`src/rtl/alu_op_sequencer_pkg.sv`:
```
// Shared definitions for the ALU op sequencer: funct codes, result-mux
// encodings, the sequencer state type and a small decode helper.
package alu_pkg;

  // MIPS R-type funct codes handled by the sequencer
  localparam logic [5:0] F_AND   = 6'b100100;
  localparam logic [5:0] F_OR    = 6'b100101;
  localparam logic [5:0] F_ADD   = 6'b100000;
  localparam logic [5:0] F_SUB   = 6'b100010;
  localparam logic [5:0] F_SLT   = 6'b101010;
  localparam logic [5:0] F_SRL   = 6'b000010;
  localparam logic [5:0] F_MULTU = 6'b011001;
  localparam logic [5:0] F_MFHI  = 6'b010000;
  localparam logic [5:0] F_MFLO  = 6'b010010;
  localparam logic [5:0] F_DIVU  = 6'b011011;

  // Result mux select encodings
  localparam logic [1:0] SEL_ALU = 2'd0;
  localparam logic [1:0] SEL_SHT = 2'd1;
  localparam logic [1:0] SEL_HI  = 2'd2;
  localparam logic [1:0] SEL_LO  = 2'd3;

  typedef enum logic [1:0] {
    ST_IDLE = 2'd0,
    ST_EXEC = 2'd1,
    ST_MUL  = 2'd2,
    ST_WB   = 2'd3
  } state_e;

  // True for the codes whose funct value is passed straight to the ALU
  function automatic logic is_alu_op(input logic [5:0] f);
    return (f == F_AND) || (f == F_OR) || (f == F_ADD) ||
           (f == F_SUB) || (f == F_SLT);
  endfunction

endpackage

```
`src/rtl/alu_op_sequencer_if.sv`:
```
// Request/control bundle between instruction decode, the sequencer and the
// datapath. Optional divider controls exist only with DIVU_SUPPORT_EN.
interface alu_op_sequencer_if;

  logic       req_valid;
  logic       req_ready;
  logic [5:0] funct;
  logic [5:0] alu_signal;
  logic       shift_en;
  logic       mul_en;
  logic       mul_start;
  logic       hilo_we;
  logic [1:0] out_sel;
  logic       done;
  logic       err;
`ifdef DIVU_SUPPORT_EN
  logic       div_en;
  logic       div_start;

  modport master (
    output req_valid, funct,
    input  req_ready, alu_signal, shift_en, mul_en, mul_start, hilo_we,
           out_sel, done, err, div_en, div_start
  );
  modport slave (
    input  req_valid, funct,
    output req_ready, alu_signal, shift_en, mul_en, mul_start, hilo_we,
           out_sel, done, err, div_en, div_start
  );
`else
  modport master (
    output req_valid, funct,
    input  req_ready, alu_signal, shift_en, mul_en, mul_start, hilo_we,
           out_sel, done, err
  );
  modport slave (
    input  req_valid, funct,
    output req_ready, alu_signal, shift_en, mul_en, mul_start, hilo_we,
           out_sel, done, err
  );
`endif

endinterface

```
`src/rtl/alu_op_cycle_counter.sv`:
```
// Step counter for multi-cycle operations: clear has priority over enable,
// tc flags the last step (count == TERM).
module alu_op_cycle_counter #(
  parameter int CNT_W = 6,
  parameter int TERM  = 31
) (
  input  logic clk,
  input  logic reset,
  input  logic clr,
  input  logic en,
  output logic tc
);

  logic [CNT_W-1:0] count_q;
  logic [CNT_W-1:0] count_d;

  // Next count: clear, step, or hold
  always_comb begin
    count_d = count_q;
    if (clr) begin
      count_d = {CNT_W{1'b0}};
    end else if (en) begin
      count_d = count_q + {{(CNT_W-1){1'b0}}, 1'b1};
    end else begin
      count_d = count_q;
    end
  end

  // Count register, async active-low reset
  always_ff @(posedge clk or negedge reset) begin
    if (!reset) begin
      count_q <= {CNT_W{1'b0}};
    end else begin
      count_q <= count_d;
    end
  end

  assign tc = (count_q == CNT_W'(TERM));

endmodule

```
`src/rtl/alu_op_sequencer.sv`:
```
// ALU op sequencer: accepts one funct per handshake and drives registered
// datapath controls. MULTU (and DIVU when DIVU_SUPPORT_EN is defined) hold
// the unit enable for MUL_CYCLES cycles and then write HI/LO.
module alu_op_sequencer
  import alu_pkg::*;
#(
  parameter int MUL_CYCLES = 32,
  parameter int CNT_W      = 6
) (
  input  logic               clk,
  input  logic               reset,
  alu_op_sequencer_if.slave  bus
);

  state_e     state_q, state_d;
  logic [5:0] funct_q, funct_d;
  logic       xfer, long_req, is_div, cnt_en, cnt_clr, cnt_tc;

  logic [5:0] alu_signal_q, alu_signal_d;
  logic [1:0] out_sel_q, out_sel_d;
  logic       shift_en_q, shift_en_d, mul_en_q, mul_en_d;
  logic       mul_start_q, mul_start_d, hilo_we_q, hilo_we_d;
  logic       done_q, done_d, err_q, err_d;
  logic       div_en_q, div_en_d, div_start_q, div_start_d;

  assign bus.req_ready = (state_q == ST_IDLE);
  assign xfer          = bus.req_valid && (state_q == ST_IDLE);
  assign funct_d       = xfer ? bus.funct : funct_q;

`ifdef DIVU_SUPPORT_EN
  assign long_req = (bus.funct == F_MULTU) || (bus.funct == F_DIVU);
  assign is_div   = (funct_d == F_DIVU);
`else
  assign long_req = (bus.funct == F_MULTU);
  assign is_div   = 1'b0;
`endif

  // Step counter runs only in MUL and rewinds on the last step
  assign cnt_en  = (state_q == ST_MUL);
  assign cnt_clr = !cnt_en || cnt_tc;

  alu_op_cycle_counter #(.CNT_W(CNT_W), .TERM(MUL_CYCLES - 1)) u_cnt (
    .clk   (clk),
    .reset (reset),
    .clr   (cnt_clr),
    .en    (cnt_en),
    .tc    (cnt_tc)
  );

  // State, latched funct and output registers
  always_ff @(posedge clk or negedge reset) begin
    if (!reset) begin
      state_q      <= ST_IDLE;
      funct_q      <= 6'b000000;
      alu_signal_q <= 6'b000000;
      out_sel_q    <= SEL_ALU;
      shift_en_q   <= 1'b0;
      mul_en_q     <= 1'b0;
      mul_start_q  <= 1'b0;
      hilo_we_q    <= 1'b0;
      done_q       <= 1'b0;
      err_q        <= 1'b0;
      div_en_q     <= 1'b0;
      div_start_q  <= 1'b0;
    end else begin
      state_q      <= state_d;
      funct_q      <= funct_d;
      alu_signal_q <= alu_signal_d;
      out_sel_q    <= out_sel_d;
      shift_en_q   <= shift_en_d;
      mul_en_q     <= mul_en_d;
      mul_start_q  <= mul_start_d;
      hilo_we_q    <= hilo_we_d;
      done_q       <= done_d;
      err_q        <= err_d;
      div_en_q     <= div_en_d;
      div_start_q  <= div_start_d;
    end
  end

  // Next-state: EXEC and WB last one cycle, MUL runs until terminal count
  always_comb begin
    state_d = state_q;
    case (state_q)
      ST_IDLE: begin
        if (xfer) begin
          state_d = long_req ? ST_MUL : ST_EXEC;
        end else begin
          state_d = ST_IDLE;
        end
      end
      ST_EXEC: state_d = ST_IDLE;
      ST_MUL: begin
        if (cnt_tc) begin
          state_d = ST_WB;
        end else begin
          state_d = ST_MUL;
        end
      end
      ST_WB:   state_d = ST_IDLE;
      default: state_d = ST_IDLE;
    endcase
  end

  // Output decode from the upcoming state so every control is a flop
  always_comb begin
    alu_signal_d = 6'b000000;
    out_sel_d    = SEL_ALU;
    shift_en_d   = 1'b0;
    mul_en_d     = 1'b0;
    mul_start_d  = 1'b0;
    hilo_we_d    = 1'b0;
    done_d       = 1'b0;
    err_d        = 1'b0;
    div_en_d     = 1'b0;
    div_start_d  = 1'b0;
    case (state_d)
      ST_EXEC: begin
        done_d = 1'b1;
        if (is_alu_op(funct_d)) begin
          alu_signal_d = funct_d;
        end else if (funct_d == F_SRL) begin
          shift_en_d = 1'b1;
          out_sel_d  = SEL_SHT;
        end else if (funct_d == F_MFHI) begin
          out_sel_d = SEL_HI;
        end else if (funct_d == F_MFLO) begin
          out_sel_d = SEL_LO;
        end else begin
          err_d = 1'b1;
        end
      end
      ST_MUL: begin
        if (is_div) begin
          div_en_d    = 1'b1;
          div_start_d = (state_q == ST_IDLE);
        end else begin
          mul_en_d    = 1'b1;
          mul_start_d = (state_q == ST_IDLE);
        end
      end
      ST_WB: begin
        hilo_we_d = 1'b1;
        done_d    = 1'b1;
        out_sel_d = SEL_HI;
      end
      default: begin
        done_d = 1'b0;
      end
    endcase
  end

  assign bus.alu_signal = alu_signal_q;
  assign bus.out_sel    = out_sel_q;
  assign bus.shift_en   = shift_en_q;
  assign bus.mul_en     = mul_en_q;
  assign bus.mul_start  = mul_start_q;
  assign bus.hilo_we    = hilo_we_q;
  assign bus.done       = done_q;
  assign bus.err        = err_q;
`ifdef DIVU_SUPPORT_EN
  assign bus.div_en     = div_en_q;
  assign bus.div_start  = div_start_q;
`else
  logic unused_div;
  assign unused_div = div_en_q ^ div_start_q;
`endif

endmodule
```
`src/flat_wrapper.sv`:
```
// flat-port wrapper written by rule: the top's interface ports become plain ports
module alu_op_sequencer_flat import alu_pkg::*;
#(
  parameter int MUL_CYCLES = 32,
  parameter int CNT_W      = 6
)
  (clk, reset, bus_req_valid, bus_funct, bus_req_ready, bus_alu_signal, bus_shift_en, bus_mul_en, bus_mul_start, bus_hilo_we, bus_out_sel, bus_done, bus_err);
  alu_op_sequencer_if bus_i ();
  input  logic clk;
  input  logic reset;
  input wire logic [$bits(bus_i.req_valid)-1:0] bus_req_valid;
  input wire logic [$bits(bus_i.funct)-1:0] bus_funct;
  output wire logic [$bits(bus_i.req_ready)-1:0] bus_req_ready;
  output wire logic [$bits(bus_i.alu_signal)-1:0] bus_alu_signal;
  output wire logic [$bits(bus_i.shift_en)-1:0] bus_shift_en;
  output wire logic [$bits(bus_i.mul_en)-1:0] bus_mul_en;
  output wire logic [$bits(bus_i.mul_start)-1:0] bus_mul_start;
  output wire logic [$bits(bus_i.hilo_we)-1:0] bus_hilo_we;
  output wire logic [$bits(bus_i.out_sel)-1:0] bus_out_sel;
  output wire logic [$bits(bus_i.done)-1:0] bus_done;
  output wire logic [$bits(bus_i.err)-1:0] bus_err;
  assign bus_i.req_valid = bus_req_valid;
  assign bus_i.funct = bus_funct;
  assign bus_req_ready = bus_i.req_ready;
  assign bus_alu_signal = bus_i.alu_signal;
  assign bus_shift_en = bus_i.shift_en;
  assign bus_mul_en = bus_i.mul_en;
  assign bus_mul_start = bus_i.mul_start;
  assign bus_hilo_we = bus_i.hilo_we;
  assign bus_out_sel = bus_i.out_sel;
  assign bus_done = bus_i.done;
  assign bus_err = bus_i.err;
  alu_op_sequencer #(.MUL_CYCLES(MUL_CYCLES), .CNT_W(CNT_W)) u_core (.clk(clk), .reset(reset), .bus(bus_i));
endmodule
```
`config.mk`:
```
export PLATFORM = sky130hd
export DESIGN_NAME = alu_op_sequencer_flat
export DESIGN_NICKNAME = d
export VERILOG_FILES = /design/src/rtl/alu_op_sequencer_pkg.sv /design/src/rtl/alu_op_sequencer_if.sv /design/src/rtl/alu_op_cycle_counter.sv /design/src/rtl/alu_op_sequencer.sv /design/src/flat_wrapper.sv
export SDC_FILE = /design/constraint.sdc
export NUM_CORES = 1
export LEC_CHECK = 0
export CORE_MARGIN = 1
export CORE_UTILIZATION = 48
export DETAILED_ROUTE_END_ITERATION = 8
export GPL_TIMING_DRIVEN = 0
export PLACE_DENSITY = 0.84
export REMOVE_ABC_BUFFERS = 1
export SLEW_MARGIN = 20
export SYNTH_ARGS = -nofsm -noshare
export SYNTH_HDL_FRONTEND = slang
export SYNTH_SLANG_ARGS = --single-unit
```
`constraint.sdc`:
```
create_clock -name clk -period 2.7 [get_ports clk]
set_input_delay 0.54 -clock clk [delete_from_list [all_inputs] [get_ports clk]]
set_output_delay 0.54 -clock clk [all_outputs]
set_load 0.005 [all_outputs]
```
# After elaboration in Yosys (flattened, before gate mapping)
# Index checks and enable logic that the tools add are counted.
# op_classes
addsub	1
n_eq_ne	16
mux	26
n_reduce_logical	11
# ops
op	n
== test 6 bit (second input constant)	5
two-way mux 6 bit	5
== test 6 x 5 -> 1 bit (second input constant)	4
two-way mux 1 bit	13
two-way mux 2 bit	6
== test 2 bit (second input constant)	4
adder 6 x 1 -> 6 bit (second input constant)	1
== test 6 x 2 -> 1 bit (second input constant)	1
case mux 2 bit (3 select lines)	1
logical OR 1 bit	5
== test 2 x 1 -> 1 bit (second input constant)	2
case mux 2 bit (2 select lines)	1
OR reduction 2 bit	2
logical NOT 2 bit	1
nonzero test 2 bit	1
logical AND 1 bit	1
logical NOT 1 bit	1
# word_totals
reg_bits	28

# Depth between registers and ports, before layout
# logic_depth
ltp_word	10
ltp_mapped	4
mapped_depth_nobuf	4

# Modules after synthesis
# Synthesis repeated with hierarchy kept, for this count alone.
# unflattened
hier_cells	75
hier_area_um2	905.9
# by_module_without_submodules
module	instances	cells_each	area_each_um2	seq_area_each_um2
alu_op_sequencer	1	48	624.3	400.4
alu_op_cycle_counter	1	27	281.5	150.1

# Worst setup path before layout
# No wires, ideal clock.
# synth_path
path_kind	input to register
startpoint	in bus_req_valid
endpoint	reg u_core.alu_signal_q[0] (netlist: u_core.bus.alu_signal[0])
setup_ns	0.066
arrival_ns	1.441
slack_ns	1.193
path_stages	4
n_path_buf	1
cell_sequence	or3b_1 buf_6 nor4_4 and2_1
# synth_between
elab_chain_len	9
word_cells_on_any_way	16
# synth_rtl
item	line_no	rtl
from (decl)	flat_wrapper.sv:11	input wire logic [$bits(bus_i.req_valid)-1:0] bus_req_valid;
logical AND 1 bit (*)	alu_op_sequencer.sv:27	assign xfer = bus.req_valid && (state_q == ST_IDLE);
two-way mux 6 bit	alu_op_sequencer.sv:28	assign funct_d = xfer ? bus.funct : funct_q;
== test 6 bit	alu_op_sequencer_pkg.sv:32	return (f == F_AND) || (f == F_OR) || (f == F_ADD) ||
logical OR 1 bit (3 in a row)	alu_op_sequencer_pkg.sv:32	
logical OR 1 bit	alu_op_sequencer_pkg.sv:33	(f == F_SUB) || (f == F_SLT);
two-way mux 6 bit	alu_op_sequencer.sv:120	if (is_alu_op(funct_d)) begin
two-way mux 6 bit (*)	alu_op_sequencer.sv:117	case (state_d)
net u_core.alu_signal_d[0]	alu_op_sequencer.sv:19	logic [5:0] alu_signal_q, alu_signal_d;
to (signal assigned)	alu_op_sequencer.sv:68	alu_signal_q <= alu_signal_d;
to (decl)	alu_op_sequencer.sv:19	
# The timed path passes the listed nets; every way through them passes the cells marked *.
# A chain may end at the register's enable or synchronous reset.

# Worst setup path in the final report
# layout_path
startpoint	reg u_core.state_q[1]
endpoint	out bus_req_ready
# layout_between
elab_chain_len	1
# layout_rtl
item	line_no	rtl
from (decl)	alu_op_sequencer.sv:15	state_e state_q, state_d;
from (signal assigned)	alu_op_sequencer.sv:66	state_q <= state_d;
logical NOT 2 bit	alu_op_sequencer.sv:26	assign bus.req_ready = (state_q == ST_IDLE);
to (decl)	flat_wrapper.sv:13	output wire logic [$bits(bus_i.req_ready)-1:0] bus_req_ready;
# Every way passes these cells.

==> qor_table.md <==
| Item | Reported | Unit |
| --- | --- | --- |
| Outcome | finished, final reports clean | - |
| Largest cells by area after synthesis | sky130_fd_sc_hd__dfrtp_1 62%, sky130_fd_sc_hd__nor2_1 3.4%, sky130_fd_sc_hd__o21bai_1 3.4%, sky130_fd_sc_hd__and2_1 2.8%, sky130_fd_sc_hd__nor4_4 2.4% | - |
| Total negative setup slack | 0 | ps |
| DR WL met2 | 681 | um |
| Class of the tightest hold or removal check | reg -> reg | - |
| Post-synthesis simple-gate area fraction | 23.83 | % |
| Area of the core | 1727 | um2 |
| Number of non-filler instances in the completed layout | 124 | - |
| Buffers from clock root to sink, at most | 2 | - |
| Multiplexer share of the synthesized area | 1.277 | % |
| Data required time of the worst path | 2160 | ps |
| Total of buffers placed on input and output ports | 23 | - |
| Setup Crit Path Kind | reg -> out | - |
| Reg-to-reg setup timing slack | 1190 | ps |
| Die Outline Area | 2013 | um2 |
| Placer's final routability congestion estimate | 0.7700 | - |
| Parity-gate share of the synthesized area counting xor and xnor cells | 2.979 | % |
| Number of cells traversed by the worst hold path | 1 | - |
| Warnings, synthesis | 0 | - |
| Share of the synthesized area in the top cell type | 62.41 | % |
| H-tree depth | 1 | - |
| Min Tclk post-route | 1921 | ps |
| Transition time at the pin with the least slew margin | 911.1 | ps |
| Synthesized flop and latch total | 22 | - |
| Data arrival, critical path | 1380 | ps |
| Overall overflow remaining after global route | 0 | - |
| Pins over their slew limit | 0 | - |
| Met3 routed WL | 81 | um |
| Remaining DRCs | 0 | - |
| Via count of the first global-routing pass | 571 | - |
| RSZ-0062 raised after global routing | no | - |
| Capturing element type of the critical path | primary output | - |
| Launch instance of the worst min-delay path | u_core.u_cnt.count_q[0] | - |
| Wl on met1 | 662 | um |
| CTS tree | built | - |
| Net total in the final layout | 110 | - |
| Effective utilization at floorplan | 51.09 | % |
| Post-route ant nets | 0 | - |
| Maximum number of pins on one net before global-route repair | 23 | - |
| Leakage Power | 0.5261 | nW |
| Worst flop-to-flop path endpoint | u_core.bus.alu_signal[3] | - |
| Antenna diodes | 0 | - |
| Setup skew after layout | 8.051 | ps |
| 1st-iter DRT viols | 14 | - |
| Fraction of the cycle the final worst path needs | 71.17 | % |
| Buffer cell driving the clock tree root | sky130_fd_sc_hd__clkbuf_4 | - |
| Length in cells of the worst reg-to-reg path | 3 | - |
| Top routing layer in use | met4 | - |
| Routed vias | 635 | - |
| Max-cap violations | 0 | - |
| Peak clock frequency supported by timing | 520.4 | MHz |
| Leading cell type in the layout, fill and taps excluded | sky130_fd_sc_hd__clkdlybuf4s50_1 | - |
| Antenna violations before repair | 0 | - |
| Number of primary I/O pins | 24 | - |
| Placed insts | 120 | - |
| Worst supply voltage drop on vdd | 375.1 | uV |
| Maximum net fanout on the critical path | 4 | - |
| Commonest cells after routing, fill and taps aside | 23 x sky130_fd_sc_hd__clkdlybuf4s50_1, 22 x sky130_fd_sc_hd__dfrtp_1, 8 x sky130_fd_sc_hd__nor2_1 | - |
| Compound-Gate Fraction of Synth Area | 5.532 | % |
| Share of final-layout standard cells stronger than drive strength 1 | 8.081 | % |
| Hold Worst Slack | 508.1 | ps |
| CTS-repair resized insts | 0 | - |
| TritonCTS Buffers | 3 | - |
| Number of buffers added to fix hold violations after cts | 0 | - |
| Register area share after synthesis | 62.41 | % |
| Routed wire length | 1464 | um |
| Worst-Skew Late Latency | 310 | ps |
| Fraction of the mapped netlist area in adder cells | 1.418 | % |
| Number of detailed-route iterations in the first pass | 4 | - |
| Clk pin slew, worst setup/hold paths | 120 | ps |
| Post-synth top area cell | sky130_fd_sc_hd__dfrtp_1 | - |
| Clock Sinks | 22 | - |
| Wire length of the first global-routing pass | 2615 | um |
| Post-synthesis cell type count | 25 | - |
| Main combinational cell family by area after synthesis | simple AND/OR/NAND/NOR gates | - |
| Area delta synth->final | 34.33 | % |
| Mapped Cells | 73 | - |
| Die boundary height | 44.87 | um |
| Category of the worst setup path launch point | flop | - |
| Detailed-route vias per instance | 5.121 | - |
| Width of the die | 44.87 | um |
| Total of endpoints with negative setup slack in the final report | 0 | - |
| Syn_area_per_cell | 12.08 | um2 |
| Overall Global Routing Usage | 18.66 | % |
| # Post-CTS Setup Buffers | 0 | - |
| Site row count | 15 | - |
| Relative max-transition margin | 39.07 | % |
| Routed len/inst | 11.81 | um |
| Pwr dens | 544.8 | nW/um2 |
| Final Hold Violating Endpoints | 0 | - |
| Hpwl dp | 1106 | um |
| Endpoint of the worst hold path | u_core.u_cnt.count_q[0] | - |
| Netlist area before placement | 882.1 | um2 |
| RR Startpoint | u_core.state_q[1] | - |
==> state kept, by name, indices dropped and copies added, names as in the netlist <==
signal,flops
u_core.bus.alu_signal,6
u_core.bus.done,1
u_core.bus.err,1
u_core.bus.hilo_we,1
u_core.bus.mul_en,1
u_core.bus.mul_start,1
u_core.bus.out_sel,2
u_core.bus.shift_en,1
u_core.state_q,2
u_core.u_cnt.count_q,6
==> worst max-delay path, cell delays in order, from the launching register on <==
cell                              delay (ps)
sky130_fd_sc_hd__dfrtp_1                 430
sky130_fd_sc_hd__nor2_1                  130
sky130_fd_sc_hd__clkdlybuf4s50_1         510
==> where the power goes <==
part           internal [W]   total, W  switching [W]
Combinational     0.0000304  0.0000559      0.0000255
Sequential         0.000336   0.000339     0.00000312
Clock              0.000150   0.000250       0.000100
Total              0.000517   0.000646       0.000129
==> metal layers <==
layer	global-route usage (%)	up-vias
met5	0	-
met4	10.91	0
met3	4.000	5
met2	28.24	26
met1	24.93	306
li1	-	298
==> worst max-delay path by stage <==
| stage | startpoint | to | slack, ps | depth (start not counted) |
|---|---|---|---|---|
| after detailed placement | bus_req_valid | u_core.bus.alu_signal[2] | 620 | 4 |
| after CTS | u_core.state_q[1] | bus_req_ready | 770 | 2 |
| final | u_core.state_q[1] | bus_req_ready | 780 | 2 |
| after global placement | bus_req_valid | u_core.bus.alu_signal[2] | 670 | 4 |
| after global routing | u_core.state_q[1] | bus_req_ready | 740 | 2 |
| after floorplan | bus_req_valid | u_core.bus.alu_signal[0] | 1220 | 3 |
==> kinds of logic after synthesis <==
family,Yosys count
other,1
buffers and inverters,3
adders and majority gates,1
and+or+nand+nor,35
xor gates and xnor gates,3
muxes,1
DFF,22
AOI/OAI and AO/OA,7
==> stage by stage <==
| step | worst slack [ps] | cell area (um2) | power (W) | util (%) |
|---|---|---|---|---|
| after floorplan | 1224 | 870.8 | 0.0003651 | - |
| after global placement | 667.3 | 1132 | 0.0004005 | 65.58 |
| after detailed placement | 624.3 | 1132 | 0.0004019 | 65.58 |
| after CTS | 774.7 | 1185 | 0.0006497 | 68.62 |
| after global routing | 736.6 | 1185 | 0.0006660 | 68.62 |
| final | 778.5 | 1185 | 0.0006455 | 68.62 |
==> Yosys cell counts <==
library cell                n
sky130_fd_sc_hd__and2_1     4
sky130_fd_sc_hd__o21ai_0    1
sky130_fd_sc_hd__and2b_2    1
sky130_fd_sc_hd__xor2_1     2
sky130_fd_sc_hd__ha_1       1
sky130_fd_sc_hd__nor4bb_1   1
sky130_fd_sc_hd__nor3b_2    1
sky130_fd_sc_hd__buf_6      1
sky130_fd_sc_hd__or4_1      2
sky130_fd_sc_hd__dfrtp_1   22
sky130_fd_sc_hd__mux2_2     1
sky130_fd_sc_hd__nor2_1     8
sky130_fd_sc_hd__nor3_1     3
sky130_fd_sc_hd__nand2b_1   3
sky130_fd_sc_hd__o32ai_1    1
sky130_fd_sc_hd__nor4_1     1
sky130_fd_sc_hd__a21oi_1    1
sky130_fd_sc_hd__or3b_1     1
sky130_fd_sc_hd__nor4_4     1
sky130_fd_sc_hd__xnor2_1    1
sky130_fd_sc_hd__nand3_1    4
sky130_fd_sc_hd__inv_1      2
sky130_fd_sc_hd__o21bai_1   4
sky130_fd_sc_hd__conb_1     1
sky130_fd_sc_hd__nand2_1    5
==> area by class of cell <==
| type | instances | area (um2) |
|---|---|---|
| Sequential cell | 22 | 550.5 |
| Fill cell | 145 | 541.8 |
| Multi-Input combinational cell | 48 | 312.8 |
| Timing Repair Buffer | 23 | 230.2 |
| Tap cell | 25 | 31.28 |
| Clock inverter | 1 | 30.03 |
| Clock buffer | 3 | 22.52 |
| Inverter | 2 | 7.507 |
Note: power is estimated with default switching activity, not from simulation.
